<file path="src/rtl/dt_pkg.sv">
// Shared types and node-word layout helpers for the decision-tree stream classifier.
// Node word, MSB first: {is_leaf, cls[C], fidx[FW], thr[W], left[AW], right[AW]}.
package dt_pkg;

  typedef enum logic [1:0] {IDLE, WALK, DONE} state_t;

  localparam int unsigned MAX_NODE_W = 128;
  localparam int unsigned OFF_RIGHT  = 0;

  typedef logic [MAX_NODE_W-1:0] node_word_t;

  function automatic int unsigned aw_of(input int unsigned nodes);
    return $clog2(nodes);
  endfunction

  function automatic int unsigned fw_of(input int unsigned n_feat);
    return $clog2(n_feat);
  endfunction

  function automatic int unsigned node_w(input int unsigned w, n_feat, c, nodes);
    return 1 + c + fw_of(n_feat) + w + 2 * aw_of(nodes);
  endfunction

  function automatic int unsigned off_left(input int unsigned nodes);
    return aw_of(nodes);
  endfunction

  function automatic int unsigned off_thr(input int unsigned nodes);
    return 2 * aw_of(nodes);
  endfunction

  function automatic int unsigned off_fidx(input int unsigned w, nodes);
    return 2 * aw_of(nodes) + w;
  endfunction

  function automatic int unsigned off_cls(input int unsigned w, n_feat, nodes);
    return 2 * aw_of(nodes) + w + fw_of(n_feat);
  endfunction

  // Leaf word carrying the given class; the caller slices it to its node width.
  function automatic node_word_t leaf_word(input int unsigned w, n_feat, c, nodes,
                                           input node_word_t cls);
    node_word_t word;
    word = '0;
    word[node_w(w, n_feat, c, nodes) - 1] = 1'b1;
    word = word | (cls << off_cls(w, n_feat, nodes));
    return word;
  endfunction

endpackage

</file>
<file path="src/rtl/dt_stream_classifier_if.sv">
// Config, feature-input and class-output streams of dt_stream_classifier.
// master = feature front-end / configurator / logger side, slave = classifier.
interface dt_stream_classifier_if #(
  parameter int unsigned W      = 8,
  parameter int unsigned N_FEAT = 6,
  parameter int unsigned C      = 1,
  parameter int unsigned NODES  = 32
);
  import dt_pkg::*;

  localparam int unsigned AW     = aw_of(NODES);
  localparam int unsigned NODE_W = node_w(W, N_FEAT, C, NODES);

  logic              cfg_we;
  logic [AW-1:0]     cfg_addr;
  logic [NODE_W-1:0] cfg_wdata;
  logic              cfg_ready;

  logic                in_valid;
  logic                in_ready;
  logic [N_FEAT*W-1:0] in_feat;

  logic         out_valid;
  logic         out_ready;
  logic [C-1:0] out_cls;
  logic         out_err;

  modport master (
    output cfg_we, cfg_addr, cfg_wdata, in_valid, in_feat, out_ready,
    input  cfg_ready, in_ready, out_valid, out_cls, out_err
  );

  modport slave (
    input  cfg_we, cfg_addr, cfg_wdata, in_valid, in_feat, out_ready,
    output cfg_ready, in_ready, out_valid, out_cls, out_err
  );

endinterface

</file>
<file path="src/rtl/dt_node_mem.sv">
// Node table: NODES x NODE_W flop array, one write port, asynchronous read,
// asynchronous reset of every entry to RST_WORD.
module dt_node_mem #(
  parameter int unsigned      NODES    = 32,
  parameter int unsigned      NODE_W   = 23,
  parameter logic [NODE_W-1:0] RST_WORD = '0
) (
  input  logic                     clk,
  input  logic                     rst_n,
  input  logic                     we,
  input  logic [$clog2(NODES)-1:0] waddr,
  input  logic [NODE_W-1:0]        wdata,
  input  logic [$clog2(NODES)-1:0] raddr,
  output logic [NODE_W-1:0]        rdata
);

  logic [NODE_W-1:0] mem [NODES];

  always_ff @(posedge clk or negedge rst_n) begin
    if (!rst_n) begin
      for (int unsigned i = 0; i < NODES; i++) mem[i] <= RST_WORD;
    end else if (we) begin
      mem[waddr] <= wdata;
    end
  end

  assign rdata = mem[raddr];

endmodule

</file>
<file path="src/rtl/dt_stream_classifier.sv">
// Runtime-programmable decision-tree classifier walking one node per clock.
// Optional step watchdog enabled by defining DT_WATCHDOG_EN.
module dt_stream_classifier
  import dt_pkg::*;
#(
  parameter int unsigned W         = 8,
  parameter int unsigned N_FEAT    = 6,
  parameter int unsigned C         = 1,
  parameter int unsigned NODES     = 32,
  parameter int unsigned MAX_DEPTH = 16
) (
  input  logic                   clk,
  input  logic                   rst_n,
  dt_stream_classifier_if.slave  bus,
  output logic                   busy
);

  localparam int unsigned AW     = aw_of(NODES);
  localparam int unsigned FW     = fw_of(N_FEAT);
  localparam int unsigned NODE_W = node_w(W, N_FEAT, C, NODES);
  localparam int unsigned O_LEFT = off_left(NODES);
  localparam int unsigned O_THR  = off_thr(NODES);
  localparam int unsigned O_FIDX = off_fidx(W, NODES);
  localparam int unsigned O_CLS  = off_cls(W, N_FEAT, NODES);
  localparam node_word_t        RST_FULL = leaf_word(W, N_FEAT, C, NODES, '0);
  localparam logic [NODE_W-1:0] RST_WORD = RST_FULL[NODE_W-1:0];

  if (NODES < 2 || (NODES & (NODES - 1)) != 0 || N_FEAT < 2 || MAX_DEPTH < 1) begin : g_param_check
    $error("dt_stream_classifier: unsupported parameter set");
  end

  state_t                  state;
  logic [AW-1:0]           ptr;
  logic [N_FEAT-1:0][W-1:0] feat;
  logic [NODE_W-1:0]       node;
  logic                    node_leaf;
  logic [C-1:0]            node_cls;
  logic [FW-1:0]           node_fidx;
  logic [W-1:0]            node_thr;
  logic [AW-1:0]           node_left;
  logic [AW-1:0]           node_right;
  logic [W-1:0]            fval;
  logic                    cfg_write;

  assign node_leaf  = node[NODE_W-1];
  assign node_cls   = node[O_CLS +: C];
  assign node_fidx  = node[O_FIDX +: FW];
  assign node_thr   = node[O_THR +: W];
  assign node_left  = node[O_LEFT +: AW];
  assign node_right = node[OFF_RIGHT +: AW];

  // Out-of-range feature indices fall through to a zero operand.
  always_comb begin
    fval = '0;
    for (int unsigned i = 0; i < N_FEAT; i++) begin
      if (node_fidx == FW'(i)) fval = feat[i];
    end
  end

  assign bus.cfg_ready = (state == IDLE);
  assign bus.in_ready  = (state == IDLE);
  assign busy          = (state != IDLE);
  assign cfg_write     = bus.cfg_we & (state == IDLE);

  dt_node_mem #(
    .NODES    (NODES),
    .NODE_W   (NODE_W),
    .RST_WORD (RST_WORD)
  ) u_node_mem (
    .clk   (clk),
    .rst_n (rst_n),
    .we    (cfg_write),
    .waddr (bus.cfg_addr),
    .wdata (bus.cfg_wdata),
    .raddr (ptr),
    .rdata (node)
  );

`ifdef DT_WATCHDOG_EN
  localparam int unsigned SW = $clog2(MAX_DEPTH + 1);
  logic [SW-1:0] steps;
`else
  assign bus.out_err = 1'b0;
`endif

  always_ff @(posedge clk or negedge rst_n) begin
    if (!rst_n) begin
      state         <= IDLE;
      ptr           <= '0;
      feat          <= '0;
      bus.out_valid <= 1'b0;
      bus.out_cls   <= '0;
`ifdef DT_WATCHDOG_EN
      bus.out_err   <= 1'b0;
      steps         <= '0;
`endif
    end else begin
      case (state)
        IDLE: begin
          if (bus.in_valid) begin
            feat  <= bus.in_feat;
            ptr   <= '0;
            state <= WALK;
`ifdef DT_WATCHDOG_EN
            steps <= '0;
`endif
          end
        end
        WALK: begin
          if (node_leaf) begin
            bus.out_cls   <= node_cls;
            bus.out_valid <= 1'b1;
            state         <= DONE;
`ifdef DT_WATCHDOG_EN
            bus.out_err   <= 1'b0;
          end else if (steps == SW'(MAX_DEPTH)) begin
            bus.out_cls   <= '0;
            bus.out_err   <= 1'b1;
            bus.out_valid <= 1'b1;
            state         <= DONE;
`endif
          end else begin
            ptr <= (fval < node_thr) ? node_left : node_right;
`ifdef DT_WATCHDOG_EN
            steps <= steps + 1'b1;
`endif
          end
        end
        DONE: begin
          if (bus.out_ready) begin
            bus.out_valid <= 1'b0;
            state         <= IDLE;
          end
        end
        default: state <= IDLE;
      endcase
    end
  end

endmodule

</file>
<file path="src/flat_wrapper.sv">
// flat-port wrapper written by rule: the top's interface ports become plain ports
module dt_stream_classifier_flat import dt_pkg::*;
#(
  parameter int unsigned W         = 8,
  parameter int unsigned N_FEAT    = 6,
  parameter int unsigned C         = 1,
  parameter int unsigned NODES     = 32,
  parameter int unsigned MAX_DEPTH = 16
)
  (clk, rst_n, busy, bus_cfg_we, bus_cfg_addr, bus_cfg_wdata, bus_in_valid, bus_in_feat, bus_out_ready, bus_cfg_ready, bus_in_ready, bus_out_valid, bus_out_cls, bus_out_err);
  dt_stream_classifier_if #(.W(W), .N_FEAT(N_FEAT), .C(C), .NODES(NODES)) bus_i ();
  input  logic clk;
  input  logic rst_n;
  output logic busy;
  input wire logic [$bits(bus_i.cfg_we)-1:0] bus_cfg_we;
  input wire logic [$bits(bus_i.cfg_addr)-1:0] bus_cfg_addr;
  input wire logic [$bits(bus_i.cfg_wdata)-1:0] bus_cfg_wdata;
  input wire logic [$bits(bus_i.in_valid)-1:0] bus_in_valid;
  input wire logic [$bits(bus_i.in_feat)-1:0] bus_in_feat;
  input wire logic [$bits(bus_i.out_ready)-1:0] bus_out_ready;
  output wire logic [$bits(bus_i.cfg_ready)-1:0] bus_cfg_ready;
  output wire logic [$bits(bus_i.in_ready)-1:0] bus_in_ready;
  output wire logic [$bits(bus_i.out_valid)-1:0] bus_out_valid;
  output wire logic [$bits(bus_i.out_cls)-1:0] bus_out_cls;
  output wire logic [$bits(bus_i.out_err)-1:0] bus_out_err;
  assign bus_i.cfg_we = bus_cfg_we;
  assign bus_i.cfg_addr = bus_cfg_addr;
  assign bus_i.cfg_wdata = bus_cfg_wdata;
  assign bus_i.in_valid = bus_in_valid;
  assign bus_i.in_feat = bus_in_feat;
  assign bus_i.out_ready = bus_out_ready;
  assign bus_cfg_ready = bus_i.cfg_ready;
  assign bus_in_ready = bus_i.in_ready;
  assign bus_out_valid = bus_i.out_valid;
  assign bus_out_cls = bus_i.out_cls;
  assign bus_out_err = bus_i.out_err;
  dt_stream_classifier #(.W(W), .N_FEAT(N_FEAT), .C(C), .NODES(NODES), .MAX_DEPTH(MAX_DEPTH)) u_core (.clk(clk), .rst_n(rst_n), .bus(bus_i), .busy(busy));
endmodule
</file>
<file path="config.mk">
export PLATFORM = sky130hd
export DESIGN_NAME = dt_stream_classifier_flat
export DESIGN_NICKNAME = d
export VERILOG_FILES = /design/src/rtl/dt_pkg.sv /design/src/rtl/dt_stream_classifier_if.sv /design/src/rtl/dt_node_mem.sv /design/src/rtl/dt_stream_classifier.sv /design/src/flat_wrapper.sv
export SDC_FILE = /design/constraint.sdc
export NUM_CORES = 1
export LEC_CHECK = 0
export CORE_AREA = 10 10 261 263
export CTS_BUF_LIST = sky130_fd_sc_hd__clkbuf_4 sky130_fd_sc_hd__clkbuf_8 sky130_fd_sc_hd__clkbuf_16
export DETAILED_ROUTE_END_ITERATION = 8
export DIE_AREA = 0 0 271 273
export DONT_BUFFER_PORTS = 1
export PLACE_DENSITY = 0.76
export SLEW_MARGIN = 30
export SYNTH_ARGS = -nofsm -noshare
export SYNTH_HDL_FRONTEND = slang
export SYNTH_SLANG_ARGS = --single-unit
</file>
<file path="constraint.sdc">
create_clock -name clk -period 4.6 [get_ports clk]
set_clock_uncertainty 0.2 [all_clocks]
set_input_delay 1.15 -clock clk [delete_from_list [all_inputs] [get_ports clk]]
set_output_delay 1.15 -clock clk [all_outputs]
set_load 0.01 [all_outputs]
</file>
# --- Word-level counts from Yosys, hierarchy flattened ---
# Cells that the tools add are included.
word_totals:
  regBits: 793
  elab_cells: 94
  in_bits: 81
classes:
  n_bitwise: 3
  eq_ne: 11
  reduce_logical: 11
  muxes: 23
  magnitude_cmp: 4
ops:
  columns: ["op", "count"]
  rows:
  - ["bitwise mux 736 bit", 1]
  - ["binary-select mux 23 bit (select 5 bit)", 1]
  - ["demux 23 bit (select 5 bit)", 1]
  - ["2-to-1 mux 23 bit", 3]
  - ["2-to-1 mux 8 bit", 6]
  - ["2-to-1 mux 5 bit", 3]
  - ["greater-or-equal comparator 6 bit, second input constant", 2]
  - ["inverter 5 -> 6 bit", 2]
  - ["case mux 5 bit (2 select lines)", 1]
  - ["AND reduction 3 bit", 3]
  - ["< comparator 8 bit", 1]
  - ["equality test 3 x 2 -> 1 bit, second input constant", 2]
  - ["equality test 3 bit, second input constant", 2]
  - ["< comparator 6 x 1 -> 1 bit, second input constant", 1]
  - ["2-to-1 mux 2 bit", 3]
  - ["inequality test 2 bit, second input constant", 3]
  - ["case mux 2 bit (3 select lines)", 1]
  - ["nonzero test 2 bit", 3]
  - ["AND reduction 2 bit", 2]
  - ["equality test 3 x 1 -> 1 bit, second input constant", 1]
  - ["zero test 3 bit", 1]
  - ["equality test 2 x 1 -> 1 bit, second input constant", 1]
  - ["equality test 2 bit, second input constant", 1]
  - ["zero test 2 bit", 1]
  - ["5 further kinds", 6]

# --- Depth between registers and ports, before layout ---
# Gate-level depths: netlist (run 1).
depth:
  ltp_word: 15
  depth_mapped: 22
  depth_no_buf: 17

# --- Hierarchy ---
# Synthesis (run 1) repeated with hierarchy kept, for this count alone.
hier_totals:
  cells_unflattened: 2695
  area_unflattened_um2: 37169.4
by_module_without_submodules:
  columns: ["mod", "n_inst", "cells_per_inst", "area_each_um2"]
  rows:
  - ["dt_node_mem", 1, 2468, 34262.9]
  - ["dt_stream_classifier", 1, 227, 2906.5]

# --- Worst setup path before layout (run 1) ---
# No wires, ideal clock.
synth_timing:
  path_type: "flip-flop to flip-flop"
  start: "register u_core.ptr[0]"
  end: "register u_core.ptr[3]"
  stages_incl_launch_ff: 19
  arrival_time_ps: 4805
  required_time_ps: 4274
  setup_ps: 126
  setup_slack_ps: -531
  synth_period_minus_slack_ps: 5131
  cell_sequence: "dfrtp_1 buf_2 buf_2 buf_2 buf_2 buf_1 mux4_2 mux4_2 mux2i_1 ha_1 a21o_1 a21oi_1 o211ai_1 a41oi_1 o21ai_0 a32oi_1 buf_6 nor2_1 a311o_1"
synth_between:
  elab_chain_cells: 15
synth_rtl:
  columns: ["element", "line_no", "rtl"]
  rows:
  - ["start, declared", "dt_stream_classifier.sv:33", "logic [AW-1:0] ptr;"]
  - ["start signal, assigned", "dt_stream_classifier.sv:123", "ptr <= (fval < node_thr) ? node_left : node_right;"]
  - ["inverter 5 -> 6 bit (not written as such) (*)", "dt_node_mem.sv:27", "assign rdata = mem[raddr];"]
  - ["binary-select mux 23 bit (select 5 bit) (*)", "dt_node_mem.sv:27", null]
  - ["2-to-1 mux 23 bit (not written as such) (*) (2 in a row)", "dt_node_mem.sv:27", null]
  - ["zero test 3 bit", "dt_stream_classifier.sv:56", "if (node_fidx == FW'(i)) fval = feat[i];"]
  - ["2-to-1 mux 8 bit (6 in a row)", "dt_stream_classifier.sv:56", null]
  - ["< comparator 8 bit", "dt_stream_classifier.sv:123", null]
  - ["2-to-1 mux 5 bit", "dt_stream_classifier.sv:123", null]
  - ["2-to-1 mux 5 bit", "dt_stream_classifier.sv:110", "if (node_leaf) begin"]
  - ["case mux 5 bit (2 select lines)", "dt_stream_classifier.sv:98", "case (state)"]
# Every way passes the cells marked *; elsewhere a longest branch is shown, timed or not. The select of a mux whose other input is x is not followed.
# A chain may end at the register's enable or synchronous reset.

# --- Worst setup path after layout (run 1) ---
layout_timing:
  start: "register u_core.ptr[1]"
  end: "register u_core.ptr[3]"
# Same word-level chain as after synthesis.

==> results.toml, run 1 <==
[run_status]
outcome = "finished with violations"
violations = "setup timing"

[route]
vias = 20606
drt_iter0_markers = 1760
wirelength_mm = 89.31
ant_nets = 0
routedWlPerCell_um = 27.56
drc = 0
via_per_inst = 6.358
firstDrtPassIters = 5

[worst_setup_path]
critPathLaunch = "u_core.ptr[1]$_DFFE_PN0P_"
worstPathRequired_ns = 4.90
worstSetupEndpoint = "u_core.ptr[3]$_DFFE_PN0P_"
critPathArrivalTime_ns = 5.01
rr_endpoint = "u_core.ptr[3]$_DFFE_PN0P_"
crit_fanout = 8
path_class = "reg2reg"
start_kind = "flip-flop"
reg2reg_depth = 19
endpoint_kind = "flip-flop"
rr_startpoint = "u_core.ptr[1]$_DFFE_PN0P_"
rrSetupSlack_ns = -0.11

[die]
coreArea_sq_um = 62740
io_pins = 87
fp-row-count = 92
initial_core_util = 0.5762
dieArea_sq_um = 73980
die_height_um = 273
fp.dieW_um = 271

[synth]
syn-cell-area_sq_um = 36150
ys_top_cells_by_count = "dfrtp_1, mux2_2, mux4_2, nand2_1, clkbuf_1"
synth_seq_area_share = 0.5501
synth_top_area_frac = 0.5268
synthFlopType = "dfrtp_1"
syn-num-nets = 2449
netlist_instances = 2361
syn-mean-instance-area_sq_um = 15.31
ys_warn_count = 0
yosysMostFrequentCell = "dfrtp_1"
synth_edf_count = 0
async_flop_share = 1.000
yosys_register_bits = 793
synthDistinctLibCells = 48
synth_top_area_cell = "dfrtp_1"
synth_top_cells_by_area = "dfrtp_1, mux2_2, mux4_2, dfstp_2, nand2_1"

[cells_and_area]
syn_to_final_growth_pct = 12.07
finalNetCount = 2418
diodes = 0
layout-drive-gt1-share = 0.5336
fill_cells = 4246
regArea_sq_um = 19900
multi_input_comb_area_sq_um = 15580

[sta]
fmax_ghz = 0.2125
rsz0062_at_grt = "true"
fin_ws_ns = -0.1055
setup_viol = 4
slew_viol_final = 0
period_minus_slack_ns = 4.706
tightest_slew_ns = 1.024
totalNegativeSetupSlack_ns = -0.2076
hold_viol = 0
period_share = 1.023
relSlewSlack = 0.3174

[grt]
grt-ovfl-total = 0
grt_use_total = 0.2415
grt_pass1_vias = 21912
antenna_found_initial = 2
grt_max_degree = 794
grt_pass1_wl_mm = 136.7

[clock_tree]
cts_max_level = 3
clk_pin_slew_worst_paths_ns = 0.06
numCtsBuffers = 82
hold_buffers = 0
cts_tree = "built"
insertion_delay_ns = 0.64
root_buffer = "clkbuf_16"
cts_sinks = 793
cts_buffer_depth = 3

[min_path]
holdCritPathClass = "reg2reg"

[pwr]
vdd_ir_drop_max_mv = 0.3695
leakage_nw = 18.89
power_density_nw_per_um2 = 541.8
power_mw = 21.95

[run]
maxCapViolCount = 0

[placement]
gp_congestion = 0.8746
post-dp-hpwl_mm = 53.07
port_buffers = 0
## final cells by class
cell class,count,area share
Clock inverter,28,0.008926
Inverter,12,0.001174
Sequential cell,793,0.4912
Clock buffer,121,0.06119
Tap cell,846,0.02613
Multi-Input combinational cell,1342,0.3846
Timing Repair Buffer,99,0.02684
## sequential cells by signal, indices dropped and copies added, names as in the netlist
| name | cells |
|---|---|
| u_core.u_node_mem.mem | 736 |
| u_core.feat | 48 |
| u_core.ptr | 5 |
| u_core.state | 2 |
| u_core.bus.out_cls | 1 |
| u_core.bus.out_valid | 1 |
## per-layer routing
layer | global-route usage | part of all wire | wire length (um) | vias to the layer above
met2 | 0.4033 | 0.50 | 44470 | 576
li1 | - | - | - | 8610
met4 | 0.07895 | 0.032 | 2896 | 2
met5 | 0 | 0.00015 | 13 | -
met3 | 0.04253 | 0.056 | 5000 | 175
met1 | 0.3189 | 0.41 | 36930 | 11243
## where the power goes
part | switching (mW) | internal [mW] | total, mW
Combinational | 2.38 | 3.11 | 5.48
Clock | 2.75 | 4.14 | 6.90
Sequential | 0.923 | 8.65 | 9.57
Total | 6.05 | 15.9 | 21.9
## logic make-up after synthesis
kind of cell             count (synthesis)  share of synthesized area
AO/OA/AOI/OAI                           56                    0.01073
adder cells (fa/ha/maj)                  7                   0.002423
buffers and inverters                  226                    0.02520
flip-flops                             793                     0.5501
multiplexers                          1004                     0.3786
other                                    1                  0.0001037
AND/OR/NAND/NOR                        274                    0.03285
## critical path, cell delays in order, from the launching register on
cell,delay (ns)
dfrtp_4,0.45
buf_12,0.14
mux4_2,0.50
mux4_2,0.51
mux2i_4,0.18
buf_12,0.16
mux2i_1,0.19
o21ai_1,0.09
a221o_1,0.34
ha_4,0.22
a21o_1,0.16
a21oi_2,0.15
o211ai_1,0.13
a41oi_2,0.19
o21ai_2,0.08
a32oi_2,0.18
buf_6,0.15
buf_12,0.14
mux2i_2,0.07
a311o_1,0.33
## stage by stage
step / utilization / hold slack [ns] / setup slack, ns / std cells / area, sq um
after floorplan: - / 0.2450 / 0.001638 / 2361 / 36200
after global placement: 0.5937 / 0.2705 / -0.1419 / 3075 / 37250
after detailed placement: 0.5937 / 0.2658 / -0.4021 / 3075 / 37250
after CTS: 0.6417 / 0.08390 / -0.1530 / 3231 / 40260
after global routing: 0.6457 / 0.2951 / -0.2235 / 3241 / 40510
final: 0.6457 / 0.2811 / -0.1055 / 3241 / 40510
## cell usage in the layout, fill, tap and decap left out, types with 11 or more instances in the layout
cell	Yosys	routed
dfrtp_1	761	757
mux2_2	736	736
mux4_2	216	216
nand2_1	189	188
clkbuf_16	0	85
buf_4	3	74
mux2i_1	51	48
dfstp_2	32	32
clkbuf_4	0	23
clkinv_2	0	16
nor2_4	0	15
buf_12	0	15
nor2_1	30	14
clkbuf_8	0	13
nor2b_1	12	12
o21ai_0	14	11
## worst min-delay path by stage
stage                                startpoint                                     end  slack (ns)  cells after the start
finish              u_core.feat[21]$_DFFE_PN0P_             u_core.feat[21]$_DFFE_PN0P_        0.28                      2
global route         u_core.feat[3]$_DFFE_PN0P_              u_core.feat[3]$_DFFE_PN0P_        0.30                      2
CTS                                       rst_n  u_core.u_node_mem.mem[161]$_DFFE_PN0P_        0.08                      0
detailed placement  u_core.feat[21]$_DFFE_PN0P_             u_core.feat[21]$_DFFE_PN0P_        0.27                      2
global placement    u_core.feat[33]$_DFFE_PN0P_             u_core.feat[33]$_DFFE_PN0P_        0.27                      2
floorplan           u_core.feat[16]$_DFFE_PN0P_             u_core.feat[16]$_DFFE_PN0P_        0.24                      2
## repair_timing
action,in CTS,in global routing
endpoints found under the hold margin,0,0
setup endpoints to repair,5,5
gates resized for setup,14,15
pin swaps,12,15
setup buffers,5,6
cloned,2,0
Note: power is estimated with default switching activity, not from simulation.
==> run 2, diff against run 1 <==
- CORE_AREA: 10 10 261 263 -> 2 2 253 255
- DIE_AREA: 0 0 271 273 -> 0 0 255 257
==> run 2 against run 1 <==
Setup slack worse by 0.11 ns. Sequential cell count unchanged. Critical path type unchanged. Critical path depth up 5. Maximum frequency down 2.2%. Largest cell class unchanged. The flow finishes with violations (slew limit, setup timing).
==> results.toml, run 2 (synthesis results as in run 1) <==
[route]
drc = 0
ant_nets = 0
vias = 20623
via_per_inst = 6.346
routedWlPerCell_um = 27.35
firstDrtPassIters = 7
wirelength_mm = 88.88
drt_iter0_markers = 1734

[cells_and_area]
final_cells = 3250
fill_cells = 4345
diodes = 0
syn_to_final_growth_pct = 11.72
reg_top3 = "u_core.u_node_mem.mem x736, u_core.feat x48, u_core.ptr x5"
finish.utilization = 0.6437
finalNetCount = 2425
layout-drive-gt1-share = 0.5354
final_cell_mix = "dfrtp_1, mux2_2, mux4_2"
regArea_sq_um = 19900
final_common_cell = "dfrtp_1"
top_register = "u_core.u_node_mem.mem"
multi_input_comb_area_sq_um = 15580
largest_reg_flops = 736

[worst_setup_path]
start_kind = "flip-flop"
crit_fanout = 8
rr_startpoint = "u_core.ptr[1]$_DFFE_PN0P_"
critPathArrivalTime_ns = 5.11
path_class = "reg2reg"
rrSetupSlack_ns = -0.21
worstPathRequired_ns = 4.90
endpoint_kind = "flip-flop"
reg2reg_depth = 24
rr_endpoint = "u_core.ptr[3]$_DFFE_PN0P_"

[clock_tree]
cts_sinks = 793
insertion_delay_ns = 0.64
cts_tree = "built"
clk_pin_slew_worst_paths_ns = 0.06
root_buffer = "clkbuf_16"
hold_buffers = 0
cts_buffer_depth = 3
cts_max_level = 3
numCtsBuffers = 81

[sta]
slew_viol_final = 697
relSlewSlack = -0.9162
period_share = 1.046
fin_ws_ns = -0.2122
fmax_ghz = 0.2078
hold_viol = 0
rsz0062_at_grt = "true"
tightest_slew_ns = 2.874
period_minus_slack_ns = 4.812
setup_viol = 5

[die]
dieArea_sq_um = 65540
fp.dieW_um = 255
initial_core_util = 0.5762
fp-row-count = 92
coreArea_sq_um = 62740
io_pins = 87
die_height_um = 257

[pwr]
power_density_nw_per_um2 = 537.0
power_mw = 21.69
p_clk_frac = 0.308
internal-power_mw = 15.77
vdd_ir_drop_max_mv = 0.4463
swShare = 0.2729
combPwrFrac = 0.251
leakage_nw = 18.85
seq_power_share = 0.441
p_switching_mw = 5.917

[grt]
antenna_found_initial = 0
grt_pass1_vias = 21935
grt_max_degree = 794
grt_use_total = 0.2779
grt-ovfl-total = 0
grt_pass1_wl_mm = 135.7

[run_status]
outcome = "finished with violations"
violations = "slew limit, setup timing"

[placement]
preCtsSetupSlack_ns = -0.2299
port_buffers = 0
dp_cells = 3080
gp_congestion = 0.8710
post-dp-hpwl_mm = 50.71

[run]
maxCapViolCount = 0

[min_path]
holdCritPathClass = "in2async"
==> run 2: area by class of cell <==
cell class,instances,share of cell area
flip-flops and latches,793,0.4927
inverters,12,0.001115
well taps,846,0.02621
multi-input cells,1342,0.3859
clock buffers,127,0.06333
clock inverters,23,0.005360
repair buffers,107,0.02541
==> run 2: timing repair <==
item / 4_1_cts / 5_1_grt
setup buffers: 7 / 9
pin swaps: 4 / 7
gates resized for setup: 14 / 25
cloned: 1 / 3
setup endpoints to repair: 5 / 5
==> run 2: power groups by stage <==
stage                     Combinational [mW]  Sequential [mW]  Clock [mW]
final                                   5.43             9.57        6.68
after global routing                    5.81             9.73        7.08
after CTS                               5.19             9.53        6.78
after detailed placement                4.85             9.65           0
after global placement                  4.65             9.53           0
after floorplan                         3.86             9.26           0
==> run 2: routing by layer <==
layer | vias to the layer above | GRT usage | routed length (um)
met5 | - | 0 | 0
met1 | 11196 | 0.3779 | 36570
met4 | 0 | 0.09405 | 3118
met3 | 178 | 0.04623 | 4888
met2 | 631 | 0.4582 | 44300
li1 | 8618 | - | -
==> run 2: worst max-delay path: stages (launching register included) <==
cell and delay [ns]:
dfrtp_4 0.49, buf_12 0.16, buf_12 0.14, buf_16 0.14, mux2i_4 0.18, a22oi_1 0.23, a211oi_2 0.12, nor4_4 0.35
buf_4 0.22, clkbuf_16 0.14, and2_4 0.14, nand2_1 0.05, o21ai_1 0.10, a221o_1 0.21, ha_4 0.21, a21o_1 0.17
a21oi_2 0.14, o211ai_1 0.13, a41oi_2 0.19, o21ai_1 0.11, a32oi_2 0.17, buf_6 0.15, buf_8 0.14, mux2i_1 0.09
a311o_1 0.32
==> run 2: per-stage QoR <==
stage                     hold slack, ns  TNS [ns]  cell area, sq um
after floorplan                   0.2450         0             36200
after global placement            0.2755   -0.3987             37240
after detailed placement          0.2662    -1.004             37240
after CTS                        0.06800   -0.2084             40130
after global routing             0.03546    -1.558             40380
final                            0.05969   -0.7253             40380
==> run 2: how the worst max path moves through the flow <==
stage / cells after the start / startpoint / endpoint
after detailed placement: 22 / u_core.ptr[1]$_DFFE_PN0P_ / u_core.ptr[4]$_DFFE_PN0P_
after global routing: 25 / u_core.ptr[1]$_DFFE_PN0P_ / u_core.ptr[3]$_DFFE_PN0P_
after floorplan: 19 / u_core.ptr[1]$_DFFE_PN0P_ / u_core.ptr[3]$_DFFE_PN0P_
after CTS: 19 / u_core.ptr[1]$_DFFE_PN0P_ / u_core.ptr[4]$_DFFE_PN0P_
after global placement: 22 / u_core.ptr[1]$_DFFE_PN0P_ / u_core.ptr[3]$_DFFE_PN0P_
final: 24 / u_core.ptr[1]$_DFFE_PN0P_ / u_core.ptr[3]$_DFFE_PN0P_
